## config.mk

```make
export PLATFORM = sky130hd
export DESIGN_NAME = multicycle_control_unit
export DESIGN_NICKNAME = d
export VERILOG_FILES = /design/src/rtl/multicycle_control_unit.sv
export SDC_FILE = /design/constraint.sdc
export NUM_CORES = 1
export LEC_CHECK = 0
export ABC_AREA = 0
export CAP_MARGIN = 20
export CORE_UTILIZATION = 50
export CTS_BUF_LIST = sky130_fd_sc_hd__clkbuf_4
export CTS_CLUSTER_DIAMETER = 150
export CTS_CLUSTER_SIZE = 24
export DETAILED_ROUTE_END_ITERATION = 8
export PLACE_DENSITY = 0.87
export SLEW_MARGIN = 20
export SYNTH_ARGS = -nofsm -noshare
export SYNTH_HDL_FRONTEND = slang
export SYNTH_SLANG_ARGS = --single-unit
```

## constraint.sdc

```tcl
create_clock -name clk -period 3.6 [get_ports clk]
set_input_delay 0.36 -clock clk [delete_from_list [all_inputs] [get_ports clk]]
set_output_delay 0.36 -clock clk [all_outputs]
set_load 0.03 [all_outputs]
```

## src/rtl/multicycle_control_unit.sv

```systemverilog
// Multicycle MIPS-subset control FSM: fetch/decode/execute sequencing, memory wait timeout, retired-instruction counter.
// Optional define MCCU_SUBWORD_EN adds LB/LH/SB/SH decoding with byte/half data_size.
module multicycle_control_unit #(
   parameter int CNT_W    = 16,
   parameter int MAX_WAIT = 15
) (
   input  logic             clk,
   input  logic             rst_n,
   input  logic [5:0]       opcode,
   input  logic [5:0]       funct,
   input  logic             mem_ready,
   output logic             pc_write,
   output logic             ir_write,
   output logic             i_or_d,
   output logic             mem_read,
   output logic             mem_write,
   output logic             mem_to_reg,
   output logic             reg_dst,
   output logic             reg_write,
   output logic             alu_src_a,
   output logic             illegal,
   output logic             timeout,
   output logic [1:0]       alu_src_b,
   output logic [5:0]       alu_func,
   output logic [1:0]       data_size,
   output logic [3:0]       state,
   output logic [CNT_W-1:0] instr_count
);

   typedef enum logic [3:0] {
      FETCH  = 4'd0, DECODE = 4'd1, MEM_ADDR = 4'd2, MEM_RD = 4'd3, MEM_WB = 4'd4,
      MEM_WR = 4'd5, R_EXEC = 4'd6, R_WB     = 4'd7, I_EXEC = 4'd8, I_WB   = 4'd9,
      ERR    = 4'd10
   } state_t;

   localparam logic [5:0] ALU_ADD   = 6'b100000;
   localparam logic [7:0] WAIT_LAST = 8'(MAX_WAIT - 1);

   state_t           state_reg;
   logic [5:0]       opcode_reg;
   logic [5:0]       funct_reg;
   logic [7:0]       wait_cnt_reg;
   logic             timeout_reg;
   logic [CNT_W-1:0] instr_count_reg;
   logic [1:0]       access_size;
   logic             wait_expired;

   function automatic logic is_load(input logic [5:0] op);
`ifdef MCCU_SUBWORD_EN
      return (op == 6'b100011) || (op == 6'b100000) || (op == 6'b100001);
`else
      return op == 6'b100011;
`endif
   endfunction

   function automatic logic is_store(input logic [5:0] op);
`ifdef MCCU_SUBWORD_EN
      return (op == 6'b101011) || (op == 6'b101000) || (op == 6'b101001);
`else
      return op == 6'b101011;
`endif
   endfunction

   function automatic logic is_r_funct(input logic [5:0] fn);
      return fn inside {6'b100000, 6'b100010, 6'b100100, 6'b100101, 6'b100110, 6'b100111};
   endfunction

`ifdef MCCU_SUBWORD_EN
   always_comb begin
      case (opcode_reg)
         6'b100000, 6'b101000: access_size = 2'b00;
         6'b100001, 6'b101001: access_size = 2'b01;
         default:              access_size = 2'b10;
      endcase
   end
`else
   assign access_size = 2'b10;
`endif

   // The current cycle is the MAX_WAIT-th consecutive not-ready cycle when this is set
   assign wait_expired = (wait_cnt_reg == WAIT_LAST);

   always_ff @(posedge clk or negedge rst_n) begin
      if (!rst_n) begin
         state_reg       <= FETCH;
         opcode_reg      <= '0;
         funct_reg       <= '0;
         wait_cnt_reg    <= '0;
         timeout_reg     <= 1'b0;
         instr_count_reg <= '0;
      end else begin
         timeout_reg  <= 1'b0;
         wait_cnt_reg <= '0;
         case (state_reg)
            FETCH: begin
               if (mem_ready) begin
                  state_reg <= DECODE;
               end else if (wait_expired) begin
                  state_reg   <= ERR;
                  timeout_reg <= 1'b1;
               end else begin
                  wait_cnt_reg <= wait_cnt_reg + 8'd1;
               end
            end
            DECODE: begin
               opcode_reg <= opcode;
               funct_reg  <= funct;
               if (opcode == 6'b000000)
                  state_reg <= is_r_funct(funct) ? R_EXEC : ERR;
               else if (opcode == 6'b001000)
                  state_reg <= I_EXEC;
               else if (is_load(opcode) || is_store(opcode))
                  state_reg <= MEM_ADDR;
               else
                  state_reg <= ERR;
            end
            MEM_ADDR: state_reg <= is_load(opcode_reg) ? MEM_RD : MEM_WR;
            MEM_RD: begin
               if (mem_ready) begin
                  state_reg <= MEM_WB;
               end else if (wait_expired) begin
                  state_reg   <= ERR;
                  timeout_reg <= 1'b1;
               end else begin
                  wait_cnt_reg <= wait_cnt_reg + 8'd1;
               end
            end
            MEM_WR: begin
               if (mem_ready) begin
                  state_reg       <= FETCH;
                  instr_count_reg <= instr_count_reg + CNT_W'(1);
               end else if (wait_expired) begin
                  state_reg   <= ERR;
                  timeout_reg <= 1'b1;
               end else begin
                  wait_cnt_reg <= wait_cnt_reg + 8'd1;
               end
            end
            MEM_WB, R_WB, I_WB: begin
               state_reg       <= FETCH;
               instr_count_reg <= instr_count_reg + CNT_W'(1);
            end
            R_EXEC:  state_reg <= R_WB;
            I_EXEC:  state_reg <= I_WB;
            default: state_reg <= FETCH;
         endcase
      end
   end

   always_comb begin
      pc_write   = 1'b0;
      ir_write   = 1'b0;
      i_or_d     = 1'b0;
      mem_read   = 1'b0;
      mem_write  = 1'b0;
      mem_to_reg = 1'b0;
      reg_dst    = 1'b0;
      reg_write  = 1'b0;
      alu_src_a  = 1'b0;
      illegal    = 1'b0;
      timeout    = 1'b0;
      alu_src_b  = 2'b00;
      alu_func   = ALU_ADD;
      data_size  = 2'b10;
      case (state_reg)
         FETCH: begin
            mem_read  = 1'b1;
            alu_src_b = 2'b01;
            ir_write  = mem_ready;
            pc_write  = mem_ready;
         end
         MEM_ADDR: begin
            alu_src_a = 1'b1;
            alu_src_b = 2'b10;
            data_size = access_size;
         end
         MEM_RD: begin
            mem_read  = 1'b1;
            i_or_d    = 1'b1;
            data_size = access_size;
         end
         MEM_WB: begin
            reg_write  = 1'b1;
            mem_to_reg = 1'b1;
            data_size  = access_size;
         end
         MEM_WR: begin
            mem_write = 1'b1;
            i_or_d    = 1'b1;
            data_size = access_size;
         end
         R_EXEC: begin
            alu_src_a = 1'b1;
            alu_func  = funct_reg;
         end
         R_WB: begin
            reg_write = 1'b1;
            reg_dst   = 1'b1;
            alu_func  = funct_reg;
         end
         I_EXEC: begin
            alu_src_a = 1'b1;
            alu_src_b = 2'b10;
         end
         I_WB:    reg_write = 1'b1;
         ERR: begin
            illegal = 1'b1;
            timeout = timeout_reg;
         end
         default: ;
      endcase
   end

   assign state       = state_reg;
   assign instr_count = instr_count_reg;

endmodule
```

==> flow_metrics.tcl <==
set metrics [dict create \
    htreeDepth 2 \
    status "finished, final reports clean" \
    min_period_ps 2840 \
    largest_register_ffs 16 \
    cts.path.max_buffers 2 \
    routed_wl_mm 4.57 \
    start_util 0.537 \
    max-slew-margin-rel 0.292 \
    total_power_w 0.00228 \
    yosysUniqueCellTypes 46 \
    hold_buffers 0 \
    wl_per_cell_microns 14.7 \
    cts_tree "yes" \
    ir_drop_mv 0.508 \
    rsz0062_at_grt "false" \
    cap_viol_max_count 0 \
    nets 281 \
    drc 0 \
    io_buffers 53 \
    synth_area_leaders "dfrtp_1 (46%), xor2_1 (7.1%), mux2_2 (6.6%)" \
    synthCells 217 \
    vias_per_cell 5.70 \
    numCtsBuffers 5 \
    synth_top_area_frac 0.464 \
    fin_setup_tns_ps 0 \
    die_y_microns 68.5 \
    rr_startpoint "state[1]" \
    core_area_sq_um 4120 \
    async_flop_share 1.00 \
    dp_hpwl_mm 3.24 \
    root_buffer "clkbuf_4" \
    die-area_sq_um 4690 \
    avgSynthCellArea_sq_um 10.2 \
    ctsResizeCount 0 \
    grt_start_max_net_pins 42 \
    clk_latency_ps 350 \
    crit_required_ps 3240 \
    yosysMostFrequentCell "dfrtp_1" \
    ant_nets 0 \
    hold_viol_final 0 \
    io_pins 56 \
    seq_area_sq_um 1030 \
    fillers 358 \
    dr.first_iter.drc_count 154 \
    maxSlewViolCount 0 \
    power.density_nw_per_um2 827 \
    skew_ps 11.5 \
    grt_use_total 0.213 \
    startpoint "state[2]" \
    path_cells "inv_1, nor2_1, and3_1, clkdlybuf4s50_1" \
    max_stage_delay_ps 810 \
    fin_hold_ws_ps 110 \
    first_pass_iters 4 \
    synthTopCellsByCount "dfrtp_1 (41), nor2_1 (23), xor2_1 (18), mux2_2 (13), nand2_1 (12)" \
    synth_warnings 0 \
    vias 1777 \
    synth_nets 235 \
    antenna_cells 0 \
    critPathKind "flip-flop to primary output" \
    leakagePower_nw 1.11 \
    place.gp.congestion 0.811 \
    worst_setup_path_start_kind "flip-flop" \
    yosysSeqAreaShare 0.464 \
    top_layer "met4" \
    final_util 0.671 \
    drive_gt1_frac 0.0916 \
    arrival_ps 2480 \
    yosys.area.top_type "dfrtp_1" \
    synthesis.area_sq_um 2210 \
    syn_to_final_growth_pct 24.9 \
    fmax_mhz 352 \
    met3_length_microns 336 \
    rows 23 \
    cp_max_fo 20 \
    slowest_stage "dfrtp_1" \
    timing.final.crit_share 0.789 \
    grt_pass1_vias 1600 \
    synth_edf_count 0 \
    path_buf_inv 2 \
    dr_wl_met2_mm 2.12 \
    antenna_found_initial 0 \
    synth_ff_type "dfrtp_1" \
    cp-end-kind "primary output" \
    grt_first_pass_wirelength_mm 7.31 \
    cts.clk_slew.worst_paths_ps 110 \
    grt-ovfl-total 0 \
    wl_met1_mm 2.02 \
    hp-class "input port to async pin" \
    ys_seq_elements 41 \
    critical-path-top-delay-family "flip-flops" \
    clock-sinks 41 \
    post-cts-setup-buffers 0 \
    multiInputGateArea_sq_um 1080 \
    worst_pin_slew_ps 1060 \
    die_w_microns 68.5 \
    setup_viol 0 \
]
-- layout make-up --
class | instances | area share
Sequential cell | 41 | 0.372
Inverter | 7 | 0.00952
Timing Repair Buffer | 53 | 0.190
Clock inverter | 1 | 0.00181
Tap cell | 50 | 0.0227
Multi-Input combinational cell | 155 | 0.390
Clock buffer | 5 | 0.0136
-- power by group --
part | switching (W) | internal, W | total, W
combinational | 0.000649 | 0.000554 | 0.00120
sequential | 0.000244 | 0.000627 | 0.000871
clock | 0.000140 | 0.0000678 | 0.000208
total | 0.00103 | 0.00125 | 0.00228
-- routing by layer --
| metal | track usage | vias to the layer above |
|---|---|---|
| li1 | - | 844 |
| met1 | 0.280 | 848 |
| met2 | 0.337 | 75 |
| met3 | 0.0533 | 10 |
| met4 | 0.0833 | 0 |
| met5 | 0 | - |
-- worst paths after layout --
path	endpoint	slack, ps	depth (start not counted)
worst max-delay path	alu_func[3]	760	4
worst min-delay path	timeout_reg	110	1
worst max register to register	state[3]	1270	4
worst min register to register	instr_count[15]	490	1
max in group asynchronous	instr_count[1]	2930	1
min in group clk	instr_count[15]	490	1
-- layout by cell type, fill, tap and decap left out, drive strengths merged, types with 2 or more instances in the layout --
cell type      instances
nand3                 11
or4                    2
conb                   2
xor2                  18
inv                    7
nor3                  12
dfrtp                 41
ha                     3
nand2b                 4
and2                   3
and3                   7
xnor2                  6
nand4                  6
o21ai                  2
and4                   2
clkdlybuf4s50         52
mux2                  13
a21o                   2
nand2                 12
nor4b                  3
clkbuf                 5
a32oi                  2
nor4                   4
nand4b                 2
nor2                  23
o211ai                 2
-- logic make-up (layout without fill, tap and decap cells) --
kind of cell	Yosys count	after routing	synth area share
AOI/OAI and AO/OA	17	17	0.0646
xor gates and xnor gates	24	24	0.0951
adders and majority gates	3	3	0.0170
buffers and inverters	21	66	0.0481
DFF	41	41	0.464
muxes	13	13	0.0663
other	2	2	0.00340
and+or+nand+nor	96	96	0.241
-- metrics by stage --
stage	instances	setup slack [ps]	instance area, sq um
floorplan	217	630	2210
global placement	306	1260	2720
detailed placement	306	1180	2720
CTS	312	777	2760
global route	312	576	2760
finish	312	761	2760
-- worst register-to-register path, delay by kind of cell (launching register included) --
family | cells | cell delay, ps
AO/OA/AOI/OAI | 2 | 490
AND/OR/NAND/NOR | 2 | 1140
flip-flops | 1 | 630
(Power assumes the default switching activity.)
==> edit (config.mk and constraints unchanged) <==
Change the parameter `CNT_W` from 16 to 32.
--- a/src/rtl/multicycle_control_unit.sv
+++ b/src/rtl/multicycle_control_unit.sv
@@ -3,3 +3,3 @@
 module multicycle_control_unit #(
-   parameter int CNT_W    = 16,
+   parameter int CNT_W    = 32,
    parameter int MAX_WAIT = 15
Ports: changed (resized instr_count); port bits go from 56 to 72. No check against the original RTL was run, so the function may have changed too.
==> edit against the original RTL <==
  * Cell count rose by 38%
  * Register-to-register slack improved by 130 ps
  * Worst setup slack better by 76 ps
  * Sequential cell count up 16
  * Via count increased by 36%
  * Total power increased by 5.6%
  * Largest cell class unchanged
  * Hold slack worse by 68 ps
  * Cell area rose by 40%
  * Sequential share of layout area fell by 0.28 points
  * Routed wire length up 45%
  * Critical path depth shrank 1
  * Area after synthesis grew 38%
  * First-iteration DRC count fell by 12%
  * Synthesized cell count is 31% higher
==> edit: results (changes against the original RTL) <==
Outcome
  – Status: finished clean (unchanged)

Logic synthesis
  – Synthesized area per cell: 10.73 sq um (was 10.18 sq um)
  – Post-synthesis net count: 303 (was 235)
  – Compound-cell area share of the yosys netlist: 0.04787 (was 0.06455)
  – XOR/XNOR Fraction of Synth Area: 0.1117 (was 0.09513)
  – Number of distinct library cells after synthesis: 47 (was 46)
  – Sequential fraction of the synthesis area: 0.4664 (was 0.4643)
  – Post-Synth Adder-Cell Area: 0.01227 (was 0.01699)
  – Mux contribution to synthesized area: 0.04787 (was 0.06625)
  – Synthesis Warnings: 0 (unchanged)
  – Most frequent cells after synthesis: 57 x dfrtp_1, 34 x xor2_1, 18 x nand3_1, 18 x nor3_1 (was 41 x dfrtp_1, 23 x nor2_1, 18 x xor2_1, 13 x mux2_2, 12 x nand2_1)
  – Area contributors post-synth: dfrtp_1 47%, xor2_1 9.7%, nor4_2 4.9% (was dfrtp_1 46%, xor2_1 7.1%, mux2_2 6.6%)

Routing
  – Drt pass-1 iters: 4 (unchanged)
  – Violation count after the first detailed-routing iteration: 136 (was 154)
  – Met3 WL post-DR: 342 microns (was 336 microns)
  – Final wirelength: 6627 microns (was 4572 microns)
  – WL met1: 2882 microns (was 2021 microns)
  – Vias per cell: 5.634 (was 5.696)
  – Wire length on met2: 3275 microns (was 2123 microns)

Global route
  – Global Route met1 Usage: 0.2892 (was 0.2798)
  – GRT Total Usage: 0.2340 (was 0.2135)
  – Antenna violations before repair: 0 (unchanged)
  – Via count of the first global-routing pass: 2,383 (was 1,600)
  – GR met2 Demand/Resource: 0.3838 (was 0.3370)
  – Met3 track utilization from global routing: 0.05795 (was 0.05333)
  – Wire length of the first global-routing pass: 11,310 microns (was 7307 microns)
  – Largest net degree at the start of global routing: 37 (was 42)

Clock tree
  – CTS H-tree lvls: 3 (was 2)
  – Cts bufs inserted: 9 (was 5)
  – Clock latency on the worst-skew pair: 400 ps (was 350 ps)
  – Post-CTS setup buffer count: 0 (unchanged)

Placed design
  – Placer congestion estimate: 0.9252 (was 0.8106)
  – Placed cell count: 414 (was 306)
  – Count of input and output buffers: 69 (was 53)
  – Worst slack at placement: 1299 ps (was 1181 ps)
  – DP HPWL: 4739 microns (was 3244 microns)

Finish
  – Max reg flops: 32 (was 16)
  – Final #Nets: 368 (was 281)
  – # fillers: 478 (was 358)
  – Final standard cell count with taps included and fillers excluded: 429 (was 312)
  – Share of post-route cells with drive strength above 1: 0.1299 (was 0.09160)

Power and ir drop
  – P_clk: 449 uW (was 208 uW)
  – Power in combinational cells: 1020 uW (was 1200 uW)
  – Worst vdd ir: 425.6 uV (was 507.8 uV)
  – Leak Pwr: 0.001731 uW (was 0.001114 uW)
  – Switching power: 999.0 uW (was 1034 uW)

Critical path
  – Slowest cell on crit path: dfrtp_1 (unchanged)
  – Peak per-stage delay on the critical path: 760 ps (was 810 ps)
  – Worst endpoint data arrival time: 2400 ps (was 2480 ps)

Timing
  – Tightest Pin Transition: 806.7 ps (was 1056 ps)
-- edit: worst paths after layout --
check	cells after the start	slack [ps]	end	from
max in group asynchronous	2	2770	instr_count[2]	rst_n
worst max-delay path	3	840	reg_write	state[2]
min in group clk	1	470	instr_count[31]	instr_count[31]
worst max register to register	5	1400	instr_count[29]	state[2]
worst min-delay path	1	40	instr_count[6]	rst_n
worst min register to register	1	470	instr_count[31]	instr_count[31]
-- edit: final cells by class --
cell class,instances,area [sq um],area share
multi-input cells,203,1493,0.3861
well taps,75,93.84,0.02427
repair buffers,71,700.7,0.1812
clock inverters,5,47.55,0.01230
inverters,8,30.03,0.007767
flip-flops and latches,57,1426,0.3689
clock buffers,10,75.07,0.01942
-- edit: metrics by stage --
stage | instance area, sq um | total power [uW]
3_3_place_gp | 3744 | 1940
5_1_grt | 3866 | 2554
2_1_floorplan | 3058 | 1654
4_1_cts | 3866 | 2420
3_5_place_dp | 3744 | 1972
6_report | 3866 | 2411
